### src/rtl/linebuffer_3x3_ctrl.sv
// Frame sequencer for linebuffer_3x3: valid/ready pixel intake, shift gating and 3x3 window flagging.
// Optional feature macro STRIDE2_EN adds cfg_stride2 (windows only at even row/col offsets).
module linebuffer_3x3_ctrl #(
  parameter int DW    = 16,
  parameter int MAX_W = 64,
  parameter int MAX_H = 64,
  localparam int CW   = $clog2(MAX_W + 1),
  localparam int RW   = $clog2(MAX_H + 1)
) (
  input  logic          clk,
  input  logic          rst,
  input  logic          start,
  input  logic [CW-1:0] cfg_img_w,
  input  logic [RW-1:0] cfg_img_h,
`ifdef STRIDE2_EN
  input  logic          cfg_stride2,
`endif
  input  logic          s_valid,
  input  logic [DW-1:0] s_data,
  output logic          s_ready,
  output logic          lb_en,
  output logic [DW-1:0] lb_data,
  output logic          win_valid,
  input  logic          win_ready,
  output logic [RW-1:0] win_row,
  output logic [CW-1:0] win_col,
  output logic          busy,
  output logic          done,
  output logic          cfg_err
);

  typedef enum logic [1:0] {IDLE, RUN, FLUSH} state_t;

  state_t        state, state_n;
  logic [CW-1:0] img_w;
  logic [RW-1:0] img_h;
  logic [RW-1:0] row;
  logic [CW-1:0] col;
  logic          cfg_ok;
  logic          accept_start;
  logic          col_last;
  logic          frame_last;
  logic          win_hit;
  logic          flush_ok;

  assign cfg_ok = (cfg_img_w >= CW'(3)) && (cfg_img_w <= CW'(MAX_W)) &&
                  (cfg_img_h >= RW'(3)) && (cfg_img_h <= RW'(MAX_H));
  assign accept_start = (state == IDLE) && start && cfg_ok;
  assign col_last     = (col == img_w - CW'(1));
  assign frame_last   = col_last && (row == img_h - RW'(1));
  assign flush_ok     = !win_valid || win_ready;

`ifdef STRIDE2_EN
  logic stride2;
  // (row-2) and (col-2) share parity with row and col, so the LSBs decide.
  assign win_hit = (row >= RW'(2)) && (col >= CW'(2)) &&
                   (!stride2 || (!row[0] && !col[0]));
`else
  assign win_hit = (row >= RW'(2)) && (col >= CW'(2));
`endif

  always_ff @(posedge clk) begin
    if (rst) state <= IDLE;
    else     state <= state_n;
  end

  always_comb begin
    state_n = state;
    s_ready = 1'b0;
    case (state)
      IDLE: begin
        if (accept_start) state_n = RUN;
      end
      RUN: begin
        // Hold the shift while an unconsumed window sits in ifmap_3x3.
        s_ready = !win_valid || win_ready;
        if (s_valid && s_ready && frame_last) state_n = FLUSH;
      end
      FLUSH: begin
        if (flush_ok) state_n = IDLE;
      end
      default: state_n = IDLE;
    endcase
  end

  assign lb_en   = s_valid && s_ready;
  assign lb_data = s_data;
  assign busy    = (state != IDLE);

  always_ff @(posedge clk) begin
    if (rst) begin
      img_w     <= '0;
      img_h     <= '0;
      row       <= '0;
      col       <= '0;
      win_valid <= 1'b0;
      win_row   <= '0;
      win_col   <= '0;
      done      <= 1'b0;
      cfg_err   <= 1'b0;
    end else begin
      done    <= (state == FLUSH) && flush_ok;
      cfg_err <= (state == IDLE) && start && !cfg_ok;

      if (accept_start) begin
        img_w <= cfg_img_w;
        img_h <= cfg_img_h;
        row   <= '0;
        col   <= '0;
      end else if (lb_en) begin
        if (col_last) begin
          col <= '0;
          row <= row + RW'(1);
        end else begin
          col <= col + CW'(1);
        end
      end

      if (lb_en && win_hit) begin
        win_valid <= 1'b1;
        win_row   <= row - RW'(2);
        win_col   <= col - CW'(2);
      end else if (win_ready) begin
        win_valid <= 1'b0;
      end
    end
  end

`ifdef STRIDE2_EN
  always_ff @(posedge clk) begin
    if (rst)               stride2 <= 1'b0;
    else if (accept_start) stride2 <= cfg_stride2;
  end
`endif

endmodule

### config.mk
export PLATFORM = sky130hd
export DESIGN_NAME = linebuffer_3x3_ctrl
export DESIGN_NICKNAME = d
export VERILOG_FILES = /design/src/rtl/linebuffer_3x3_ctrl.sv
export SDC_FILE = /design/constraint.sdc
export NUM_CORES = 1
export LEC_CHECK = 0
export CORE_MARGIN = 8
export CORE_UTILIZATION = 46
export CTS_BUF_LIST = sky130_fd_sc_hd__clkbuf_4
export CTS_CLUSTER_SIZE = 8
export DETAILED_ROUTE_END_ITERATION = 16
export PLACE_DENSITY = 0.79
export SYNTH_ARGS = -nofsm -noshare
export SYNTH_HDL_FRONTEND = slang
export SYNTH_SLANG_ARGS = --single-unit
export TNS_END_PERCENT = 1
### constraint.sdc
create_clock -name clk -period 2.1 [get_ports clk]
set_input_delay 0.315 -clock clk [delete_from_list [all_inputs] [get_ports clk]]
set_output_delay 0.315 -clock clk [all_outputs]
set_load 0.02 [all_outputs]
==> Implementation_results.wiki <==
{| class="wikitable"
! Metric !! Value
|-
| CTS H-Tree Depth || 2
|-
| Internal portion of total power || 1.261 mW
|-
| Area added between synthesis and finish || 26.04%
|-
| Hold Slack || 502.4 ps
|-
| Part of the Yosys area used for sequential elements || 34.59%
|-
| Number of hold-repair buffers added at the cts stage || 0
|-
| Largest net degree at the start of global routing || 29
|-
| Row count || 28
|-
| Number of library cell types mapped by synthesis || 46
|-
| Inserted Diodes || 0
|-
| Drt total wl || 6.454 mm
|-
| Number of clock sinks || 47
|-
| Share of power burned in the clock network || 32.5%
|-
| Data arrival time of the worst path || 2580 ps
|-
| Via count of the first global-routing pass || 2477
|-
| Power density normalized to cell area || 486.9 nW/um^2
|-
| Count of buffers from port buffering || 38
|-
| Boundary pin count || 71
|-
| Total power of the final layout || 1.669 mW
|-
| Switching share of total power || 24.48%
|-
| P_leak || 1.438 nW
|-
| Fraction of final layout cells with drive strength greater than 1 || 18.09%
|-
| Proportion of netlist area held by the largest area contributor || 34.59%
|-
| Horizontal die dimension || 92.90 microns
|-
| Drt initial violations || 113
|-
| Relative contribution of sequential cells to total power || 54.9%
|-
| Commonest cells in the netlist || 55 x sky130_fd_sc_hd__nor2_1, 47 x sky130_fd_sc_hd__dfxtp_1, 27 x sky130_fd_sc_hd__a21oi_1
|-
| Number of buffers created by CTS || 5
|-
| Iteration count of the initial detailed-routing pass || 4
|-
| Wire length of the first global-routing pass || 10.87 mm
|-
| Post-detailed-placement half-perimeter wirelength || 4.677 mm
|-
| Number of nets with antenna violations after detailed routing || 0
|-
| Slew Limit Fails || 0
|-
| Post-route clock period utilization || 108.4%
|-
| Violated checks || setup timing
|-
| Final weighted congestion in routability-driven placement || 0.8360
|-
| Unrepaired setup endpoints after global routing || true
|-
| DIE HEIGHT || 92.90 microns
|-
| Maxcap violations || 0
|-
| Final setup viols || 9
|-
| Flop2flop setup slack || -180 ps
|-
| Maximum buffer depth of the clock tree || 2
|-
| Overflow after GRT || 0
|-
| Layout Utilization || 58.95%
|-
| Setup WS post-layout || -175.4 ps
|-
| Number of vias after detailed routing || 2422
|-
| Critical Path Fanout Max || 6
|-
| Class of the worst hold path || reg -> reg
|-
| Top_reg_cell synth || sky130_fd_sc_hd__dfxtp_1
|-
| Filler cell count in the final layout || 512
|-
| Status || finished with violations
|-
| Most area-consuming cells after synthesis || sky130_fd_sc_hd__dfxtp_1 35%, sky130_fd_sc_hd__nor2_1 7.6%, sky130_fd_sc_hd__mux2i_1 5.5%
|-
| Fraction of registers with async set or reset after synthesis || 0%
|-
| Overall die area || 8629 sq um
|-
| Reg clk slew, reported paths || 140 ps
|-
| YS warnings || 0
|-
| Placed Instance Area || 3256 sq um
|-
| Buffer cell driving the clock tree root || sky130_fd_sc_hd__clkbuf_4
|-
| Post-synthesis cell type with the largest combined area || sky130_fd_sc_hd__dfxtp_1
|-
| Starting utilization of the core area || 46.77%
|-
| Critical path class || reg -> reg
|-
| TritonCTS clock tree || done
|-
| Switching pwr || 408.6 uW
|-
| Average vias per placed instance || 5.370
|-
| Post-route cell area || 3428 sq um
|-
| Worst Setup End Kind || flip-flop
|-
| Final Hold Fails || 0
|-
| Clock latency of the later-clocked register in the worst-skew pair || 360 ps
|-
| Cell area after synthesis || 2720 sq um
|-
| Core region area || 5816 sq um
|-
| Post-layout net count || 420
|-
| Max transition margin || 75.00%
|-
| Slew @ Worst Pin || 372.1 ps
|-
| Yosys reg bits || 47
|-
| Startpoint class of the critical path || flip-flop
|-
| Instance count of the mapped netlist || 333
|-
| Residual DRC count || 0
|-
| Most instantiated library cell after synthesis || sky130_fd_sc_hd__nor2_1
|-
| Post-synth EDFFs || 0
|-
| Min Clock Period, post-route || 2275 ps
|-
| Number of antenna violations at the first check in global routing || 0
|-
| Logic pwr share || 12.6%
|-
| Worst ir drop on vdd || 0.0002613 V
|-
| Setup clock skew after layout || 7.269 ps
|-
| Synth Net Count || 378
|-
| GRT Total Usage || 15.03%
|-
| Fmax achieved || 439.5 MHz
|-
| Wire length per cell after detailed routing || 14.31 microns
|-
| Required time of the critical path || 2400 ps
|-
| Post-place setup slack || -199.8 ps
|-
| Synthesized area divided by synthesized cell count || 8.168 sq um
|}
sequential cells by signal (all words and copies together), names as in the netlist, 2 cells and up:
name	flops
img_w	7
img_h	7
row	7
win_col	7
col	7
win_row	7
state	2
cell families after synthesis:
logic type	count (synthesis)	synth area share, %
AOI/OAI and AO/OA	57	12.88
xor gates and xnor gates	24	8.280
adders and majority gates	10	4.600
buffers and inverters	52	10.44
DFF	47	34.59
muxes	15	5.520
and+or+nand+nor	128	23.69
path summary, 6_finish.rpt:
path / start / to / cells after the start
max: img_w[0] / row[4] / 9
max reg2reg: img_w[0] / row[4] / 9
min reg2reg: win_col[1] / win_col[1] / 2
min: win_col[1] / win_col[1] / 2
area by class of cell:
class / instances / area (sq um) / share of cell area (%)
Multi-Input combinational cell: 234 / 1590 / 46.39
Clock buffer: 5 / 37.54 / 1.095
Timing Repair Buffer: 72 / 663.1 / 19.34
Sequential cell: 47 / 948.4 / 27.66
Tap cell: 75 / 93.84 / 2.737
Clock inverter: 3 / 38.79 / 1.131
Inverter: 15 / 56.30 / 1.642
cell usage in the layout (no fill, tap or decap), types with 4 or more instances in the layout:
| cell type | Yosys | final |
|---|---|---|
| sky130_fd_sc_hd__or4_1 | 6 | 5 |
| sky130_fd_sc_hd__mux2i_1 | 15 | 15 |
| sky130_fd_sc_hd__xor2_1 | 8 | 7 |
| sky130_fd_sc_hd__o31ai_1 | 6 | 5 |
| sky130_fd_sc_hd__dfxtp_1 | 47 | 43 |
| sky130_fd_sc_hd__nor2_1 | 55 | 54 |
| sky130_fd_sc_hd__o21ai_0 | 6 | 6 |
| sky130_fd_sc_hd__and3_1 | 5 | 5 |
| sky130_fd_sc_hd__nand2_1 | 15 | 15 |
| sky130_fd_sc_hd__xnor2_1 | 14 | 14 |
| sky130_fd_sc_hd__ha_1 | 10 | 8 |
| sky130_fd_sc_hd__or3_1 | 4 | 4 |
| sky130_fd_sc_hd__clkbuf_4 | 0 | 5 |
| sky130_fd_sc_hd__nand3_1 | 7 | 7 |
| sky130_fd_sc_hd__buf_4 | 18 | 30 |
| sky130_fd_sc_hd__inv_1 | 14 | 11 |
| sky130_fd_sc_hd__a21oi_1 | 27 | 25 |
| sky130_fd_sc_hd__nor3_1 | 10 | 9 |
| sky130_fd_sc_hd__clkdlybuf4s50_1 | 0 | 36 |
| sky130_fd_sc_hd__nor3b_1 | 5 | 4 |
layer usage:
layer	wire length (microns)	share of wire, %	global-route usage, %	vias up
met2	3449	53	28.40	47
met1	2592	40	15.70	1152
met5	0	0	0	-
met4	116	1.8	4.966	0
met3	296	4.6	3.722	11
li1	-	-	-	1212
critical path: stages (launching register included):
cell and delay [ps]:
sky130_fd_sc_hd__dfxtp_4 380, sky130_fd_sc_hd__inv_2 40, sky130_fd_sc_hd__ha_4 170, sky130_fd_sc_hd__o21ba_4 190, sky130_fd_sc_hd__a221oi_2 230, sky130_fd_sc_hd__o2111ai_1 170, sky130_fd_sc_hd__a211o_1 330, sky130_fd_sc_hd__buf_6 160
sky130_fd_sc_hd__or4_1 420, sky130_fd_sc_hd__a21oi_2 130
power by group through the flow:
stage                     registers [mW]  logic [mW]  clock network [mW]
after floorplan                    0.936       0.151                   0
after global placement             0.934       0.195                   0
after detailed placement           0.935       0.200                   0
after CTS                          0.916       0.206               0.553
after global routing               0.918       0.227               0.582
final                              0.916       0.211               0.542
repair_timing:
item                                   4_1_cts  5_1_grt
endpoints found under the hold margin        0        0
pin swaps                                   11        1
gates resized for setup                     11        9
cloned                                       1        0
setup buffers                                1        0
setup endpoints to repair                   27       30
stage by stage:
| stage | TNS [ps] | instances |
|---|---|---|
| 6_report | -976.9 | 451 |
| 5_1_grt | -1965 | 451 |
| 4_1_cts | -1029 | 451 |
| 3_5_place_dp | -4877 | 441 |
| 3_3_place_gp | -3017 | 441 |
| 2_1_floorplan | -17.90 | 333 |
Power figures use the tool's default switching activity.
